[src/rtl/energy_echo_detect_pkg.sv]
// Shared definitions for the echo-detection slice.
// Holds the detector state enumeration and the default energy / sample-index
// widths so the sum-of-squares datapath and the detector agree on sizes.
package energy_echo_detect_pkg;

   // Default width of the windowed sum-of-squares energy word.
   localparam int E_W_DEF   = 24;
   // Default width of the time-of-flight sample index.
   localparam int CNT_W_DEF = 16;

   // Detector states.
   typedef enum logic [2:0] {
      ST_IDLE    = 3'd0,
      ST_BLANK   = 3'd1,
      ST_SEARCH  = 3'd2,
      ST_CONFIRM = 3'd3,
      ST_HOLD    = 3'd4
   } eed_state_e;

endpackage

[src/rtl/energy_echo_detect.sv]
// Energy-based echo detector with time-of-flight measurement.
// After a transmit burst (startPulse) each energy sample gets an index starting
// at 0. Samples inside the ring-down blank are ignored; afterwards a sample at or
// above threshOn opens a candidate, which becomes an echo once CONFIRM
// consecutive samples stay at or above threshOff. The echo is then tracked until
// energy drops below threshOff, reporting its peak. A window with no echo ends
// in a timeout pulse.
// Ports:
//   SYS_CLK, RESET          clock, synchronous active-high reset
//   startPulse              begin (or restart) a time-of-flight window
//   energyValid, inEnergy   energy sample strobe and value (unsigned)
//   threshOn, threshOff     onset / release thresholds (unsigned)
//   blankSamples            samples ignored after start
//   timeoutSamples          window length in samples
//   busy                    detector not idle
//   tofValid, tofCount      one-cycle echo pulse, onset sample index
//   timeout                 one-cycle pulse: window expired without echo
//   peakEnergy, peakDone    echo peak and its one-cycle completion pulse
module energy_echo_detect
   import energy_echo_detect_pkg::*;
#(
   parameter int E_W     = E_W_DEF,
   parameter int CNT_W   = CNT_W_DEF,
   parameter int CONFIRM = 4
) (
   input  logic             SYS_CLK,
   input  logic             RESET,
   input  logic             startPulse,
   input  logic             energyValid,
   input  logic [E_W-1:0]   inEnergy,
   input  logic [E_W-1:0]   threshOn,
   input  logic [E_W-1:0]   threshOff,
   input  logic [CNT_W-1:0] blankSamples,
   input  logic [CNT_W-1:0] timeoutSamples,
   output logic             busy,
   output logic             tofValid,
   output logic [CNT_W-1:0] tofCount,
   output logic             timeout,
   output logic [E_W-1:0]   peakEnergy,
   output logic             peakDone
);

   localparam logic [3:0]       CONFIRM_C = 4'(CONFIRM);
   localparam logic [CNT_W-1:0] IDX_MAX_C = {CNT_W{1'b1}};
   localparam logic [CNT_W-1:0] IDX_ONE_C = CNT_W'(1);

   eed_state_e       state_r, state_nxt_s;
   logic [CNT_W-1:0] idx_r;
   logic [CNT_W-1:0] cand_r, cand_nxt_s;
   logic [3:0]       run_r, run_nxt_s, run_inc_s;
   logic [E_W-1:0]   peak_r, peak_nxt_s, peak_max_s;
   logic             ge_on_s, ge_off_s, tmo_hit_s;
   logic             declare_s, tmo_s, done_s;
   logic             busy_r, tof_valid_r, timeout_r, peak_done_r;
   logic [CNT_W-1:0] tof_count_r;
   logic [E_W-1:0]   peak_energy_r;

   assign ge_on_s    = (inEnergy >= threshOn);
   assign ge_off_s   = (inEnergy >= threshOff);
   assign tmo_hit_s  = (idx_r >= timeoutSamples);
   assign peak_max_s = (inEnergy > peak_r) ? inEnergy : peak_r;
   assign run_inc_s  = run_r + 4'd1;

   // Next-state and datapath update decisions for the current cycle.
   always_comb begin
      state_nxt_s = state_r;
      run_nxt_s   = run_r;
      cand_nxt_s  = cand_r;
      peak_nxt_s  = peak_r;
      declare_s   = 1'b0;
      tmo_s       = 1'b0;
      done_s      = 1'b0;
      if (startPulse) begin
         // Restart wins over everything; a coincident sample is dropped.
         state_nxt_s = (blankSamples != {CNT_W{1'b0}}) ? ST_BLANK : ST_SEARCH;
         run_nxt_s   = 4'd0;
      end else if (energyValid) begin
         case (state_r)
            ST_IDLE: begin
               state_nxt_s = ST_IDLE;
            end
            ST_BLANK: begin
               if (tmo_hit_s) begin
                  tmo_s       = 1'b1;
                  state_nxt_s = ST_IDLE;
               end else if (idx_r == (blankSamples - IDX_ONE_C)) begin
                  state_nxt_s = ST_SEARCH;
               end else begin
                  state_nxt_s = ST_BLANK;
               end
            end
            ST_SEARCH: begin
               if (tmo_hit_s) begin
                  tmo_s       = 1'b1;
                  state_nxt_s = ST_IDLE;
               end else if (ge_on_s) begin
                  cand_nxt_s = idx_r;
                  run_nxt_s  = 4'd1;
                  peak_nxt_s = inEnergy;
                  if (CONFIRM_C == 4'd1) begin
                     declare_s   = 1'b1;
                     state_nxt_s = ST_HOLD;
                  end else begin
                     state_nxt_s = ST_CONFIRM;
                  end
               end else begin
                  state_nxt_s = ST_SEARCH;
               end
            end
            ST_CONFIRM: begin
               if (tmo_hit_s) begin
                  tmo_s       = 1'b1;
                  state_nxt_s = ST_IDLE;
               end else if (ge_off_s) begin
                  run_nxt_s  = run_inc_s;
                  peak_nxt_s = peak_max_s;
                  if (run_inc_s == CONFIRM_C) begin
                     declare_s   = 1'b1;
                     state_nxt_s = ST_HOLD;
                  end else begin
                     state_nxt_s = ST_CONFIRM;
                  end
               end else begin
                  run_nxt_s   = 4'd0;
                  state_nxt_s = ST_SEARCH;
               end
            end
            ST_HOLD: begin
               // Window timeout no longer applies once an echo is declared.
               if (ge_off_s) begin
                  peak_nxt_s  = peak_max_s;
                  state_nxt_s = ST_HOLD;
               end else begin
                  done_s      = 1'b1;
                  state_nxt_s = ST_IDLE;
               end
            end
            default: begin
               state_nxt_s = ST_IDLE;
            end
         endcase
      end else begin
         state_nxt_s = state_r;
      end
   end

   // State, counters, peak tracking and registered outputs.
   always_ff @(posedge SYS_CLK) begin
      if (RESET) begin
         state_r       <= ST_IDLE;
         idx_r         <= {CNT_W{1'b0}};
         run_r         <= 4'd0;
         cand_r        <= {CNT_W{1'b0}};
         peak_r        <= {E_W{1'b0}};
         busy_r        <= 1'b0;
         tof_valid_r   <= 1'b0;
         tof_count_r   <= {CNT_W{1'b0}};
         timeout_r     <= 1'b0;
         peak_done_r   <= 1'b0;
         peak_energy_r <= {E_W{1'b0}};
      end else begin
         state_r     <= state_nxt_s;
         run_r       <= run_nxt_s;
         cand_r      <= cand_nxt_s;
         peak_r      <= peak_nxt_s;
         busy_r      <= (state_nxt_s != ST_IDLE);
         tof_valid_r <= declare_s;
         timeout_r   <= tmo_s;
         peak_done_r <= done_s;
         // Index names the sample being presented; it saturates at all-ones.
         if (startPulse) begin
            idx_r <= {CNT_W{1'b0}};
         end else if (energyValid && (state_r != ST_IDLE) && (idx_r != IDX_MAX_C)) begin
            idx_r <= idx_r + IDX_ONE_C;
         end else begin
            idx_r <= idx_r;
         end
         if (declare_s) begin
            tof_count_r <= cand_nxt_s;
         end else begin
            tof_count_r <= tof_count_r;
         end
         // The sample that ends the echo is below threshOff, so it never
         // contributes to the reported peak.
         if (done_s) begin
            peak_energy_r <= peak_r;
         end else begin
            peak_energy_r <= peak_energy_r;
         end
      end
   end

   assign busy       = busy_r;
   assign tofValid   = tof_valid_r;
   assign tofCount   = tof_count_r;
   assign timeout    = timeout_r;
   assign peakEnergy = peak_energy_r;
   assign peakDone   = peak_done_r;

endmodule

[config.mk]
export PLATFORM = sky130hd
export DESIGN_NAME = energy_echo_detect
export DESIGN_NICKNAME = d
export VERILOG_FILES = /design/src/rtl/energy_echo_detect_pkg.sv /design/src/rtl/energy_echo_detect.sv
export SDC_FILE = /design/constraint.sdc
export NUM_CORES = 1
export LEC_CHECK = 0
export ABC_CLOCK_PERIOD_IN_PS = 7150
export BUFFER_PORTS_ARGS = -buffer_cell sky130_fd_sc_hd__buf_2
export CAP_MARGIN = 5
export CELL_PAD_IN_SITES_DETAIL_PLACEMENT = 1
export CELL_PAD_IN_SITES_GLOBAL_PLACEMENT = 1
export CORE_AREA = 3 3 158 160
export CTS_BUF_LIST = sky130_fd_sc_hd__clkbuf_2
export DETAILED_ROUTE_END_ITERATION = 8
export DIE_AREA = 0 0 161 163
export PLACE_DENSITY = 0.73
export SYNTH_ARGS = -nofsm -noshare
export SYNTH_HDL_FRONTEND = slang
export SYNTH_SLANG_ARGS = --single-unit
[constraint.sdc]
create_clock -name SYS_CLK -period 7.15 [get_ports SYS_CLK]
set_clock_uncertainty 0.1 [all_clocks]
set_input_delay 0.3575 -clock SYS_CLK [delete_from_list [all_inputs] [get_ports SYS_CLK]]
set_output_delay 0.3575 -clock SYS_CLK [all_outputs]
set_load 0.03 [all_outputs]
==> metrics.txt <==
Tightest Hold Check Type=input pin to flop; post-synthesis cell area=~7100 um^2; # nets final=between 1000 and 1500; clk slew on worst S/H paths=0.34 ns; status=finished, final reports clean; XOR/XNOR Fraction of Synth Area=under 10%; Fill cells=a little under 3000; Power Total=1.11 mW; largest net degree at the start of global routing=110; gr ovfl total=0; PwrDens=around 130 nW/um^2; area of the core=between 20000 and 25000 um^2; # port buffers=between 150 and 200; Cell Count, Final, Fillers Out=around 1300; first-pass GRT wire length=approximately 34 mm; Post-Synth Simple-Gate Area=between 20 and 25%; final worst path period need=~3.6 ns; Detailed Place HPWL=around 16 mm; DR vias/cell=between 4 and 5; vias in the first global route=about 6600; DRT iter0 DRCs=between 200 and 250; final setup TNS=0 ns; Gate Count Post-Synth=835; CP Launch Type=flop; most area-consuming cells after synthesis=dfxtp_1 (30%), ha_1 (16%), mux2i_1 (9.8%), nor2_1 (5.1%), inv_1 (5.0%); required time of the critical path=7.65 ns; CTS tree=built; ratio of cells with drive above 1 in the final layout=between 15 and 20%; LEAKAGE=3.68 nW; depth of the CTS H-tree=3; Post-synth top flop=dfxtp_1; Achievable Freq=roughly 280 MHz; Setup crit end kind=flop; first-pass iteration count of the detailed router=4; RePlAce Congestion=0.820; syn avg cell area=between 8 and 9 um^2; most frequent cells in the layout=buf_2 (151), dfxtp_1 (107), nor2_1 (96); clk root buf=clkbuf_2; post-synthesis compound-gate area fraction=between 10% and 20%; die area=roughly 26000 um^2; CTS Buf Count=9; max_cap viols=0; leading area contributor after synthesis=dfxtp_1; initial antenna violation count=1; Sink Count=between 100 and 150; most common cell after layout, fill and taps aside=buf_2; crit share post-route=between 40% and 50%; Hold Vio Cnt, Final=0; Final WS setup=between 3 and 4 ns; RSZ-0062 raised after global routing=no; Die Ht=approximately 160 um; placed cell count=1277; Yosys top cell area share=between 30% and 40%; EDFF count, synth=0; Resized cells post-CTS=0; worst setup path class=flop to flop; Slew HR=30.4%; Worst EP arrival=slightly above 4 ns; area grow syn2layout=20.7%; Die Wd=161 um; flops & latches, synth=roughly 110; CP Max Fanout=10; row cnt=56; drc violations=0; Longest Clk Path Bufs=2; syn_nets=a little over 1000; maximum vdd drop=0.0742 mV; Seq/Total Area, Yosys=30.2%; fin. max-slew vios=0; DR vias=6457; synth warn=0; Least-Margin Pin Slew=around 1.0 ns; pre-CTS WS=roughly 3.7 ns; Final ANT Viol Nets=0; Synth Area in Adders=16.1%; Starting Density=a little under a third; mux cell area share after synthesis=under 10%; Netlist cell types=between 50 and 60; largest family of logic cells by synthesized area=simple AND/OR/NAND/NOR gates; top-level port count=between 150 and 200; fraction of registers with async set/reset=0%; Final Core Density=around 36%; WL/cell=15.9 um; GRT Total Usage=approximately 16%; Post-Route WL=21.0 mm; Clk Latency, worst-skew pair=about 0.65 ns; Final Setup Violations=0
[area by class of cell]
cell class | count | area, um^2 | area share, %
inverter | 94 | 353 | 4.13
timing repair buffer | 184 | 1070 | 12.6
antenna | 1 | 2.50 | 0.0293
sequential | 107 | 2140 | 25.1
tap | 319 | 399 | 4.67
clock buffer | 9 | 45.0 | 0.527
multi-input combinational | 601 | 4450 | 52.0
clock inverter | 7 | 86.3 | 1.01
[through the flow]
step | instance area, um^2 | hold WS, ns
floorplan | 7080 | 0.356
global placement | 8130 | 0.368
detailed placement | 8130 | 0.374
CTS | 8550 | 0.0477
global route | 8550 | 0.131
finish | 8550 | 0.124
[sequential cells by signal (all words and copies together) (netlist names)]
signal / count
timeout: 1
busy: 1
cand_r: 16
tofCount: 16
peak_r: 24
peakEnergy: 24
state_r: 3
tofValid: 1
run_r: 4
peakDone: 1
idx_r: 16
[cells in the mapped netlist (8+ instances only)]
cell	n
a211oi_1	27
a21oi_1	27
and3_1	8
buf_2	8
clkbuf_1	23
dfxtp_1	107
ha_1	91
inv_1	94
mux2i_1	69
nand2_1	36
nand2b_1	53
nand3_1	13
nand4_1	11
nor2_1	96
nor3_1	17
o21ai_0	25
xnor2_1	17
xor2_1	17
[routing by layer]
layer | GRT usage (%) | wire length [um]
met3 | 2.21 | 797
met4 | 4.77 | 393
met1 | 21.5 | 10000
met5 | 0 | 0
met2 | 26.5 | 9780
[cell families after synthesis]
family | after synthesis
simple gates | 276
compound gates | 131
flops | 107
buf+inv | 127
xor+xnor | 34
fa+ha+maj | 91
mux | 69
[path summary, 6_finish.rpt]
kind                    startpoint          to  slack (ns)  cells after the start
setup / recovery          idx_r[5]    run_r[3]        3.59                      9
hold reg to reg          peak_r[6]   peak_r[6]        0.41                      2
hold / removal    blankSamples[14]  state_r[0]        0.12                      5
setup reg to reg          idx_r[5]    run_r[3]        3.59                      9
[worst max-delay path: stages (launching register included)]
cell	delay, ns
dfxtp_1	0.64
ha_1	0.34
a2111oi_0	0.36
o21ai_0	0.18
nand2_1	0.11
a22o_1	0.40
nand2_1	0.18
a211oi_1	0.67
o21ai_0	0.23
a32o_1	0.31
[power by group]
part / internal (mW) / switching (mW) / total (mW)
sequential: 0.602 / 0.00234 / 0.604
clock: 0.0642 / 0.243 / 0.307
combinational: 0.0891 / 0.106 / 0.195
[timing repair]
item                      4_1_cts  5_1_grt
buffers inserted                0        0
hold buffers                   28        0
hold endpoints to repair       29        0
Note: power is estimated with default switching activity, not from simulation.
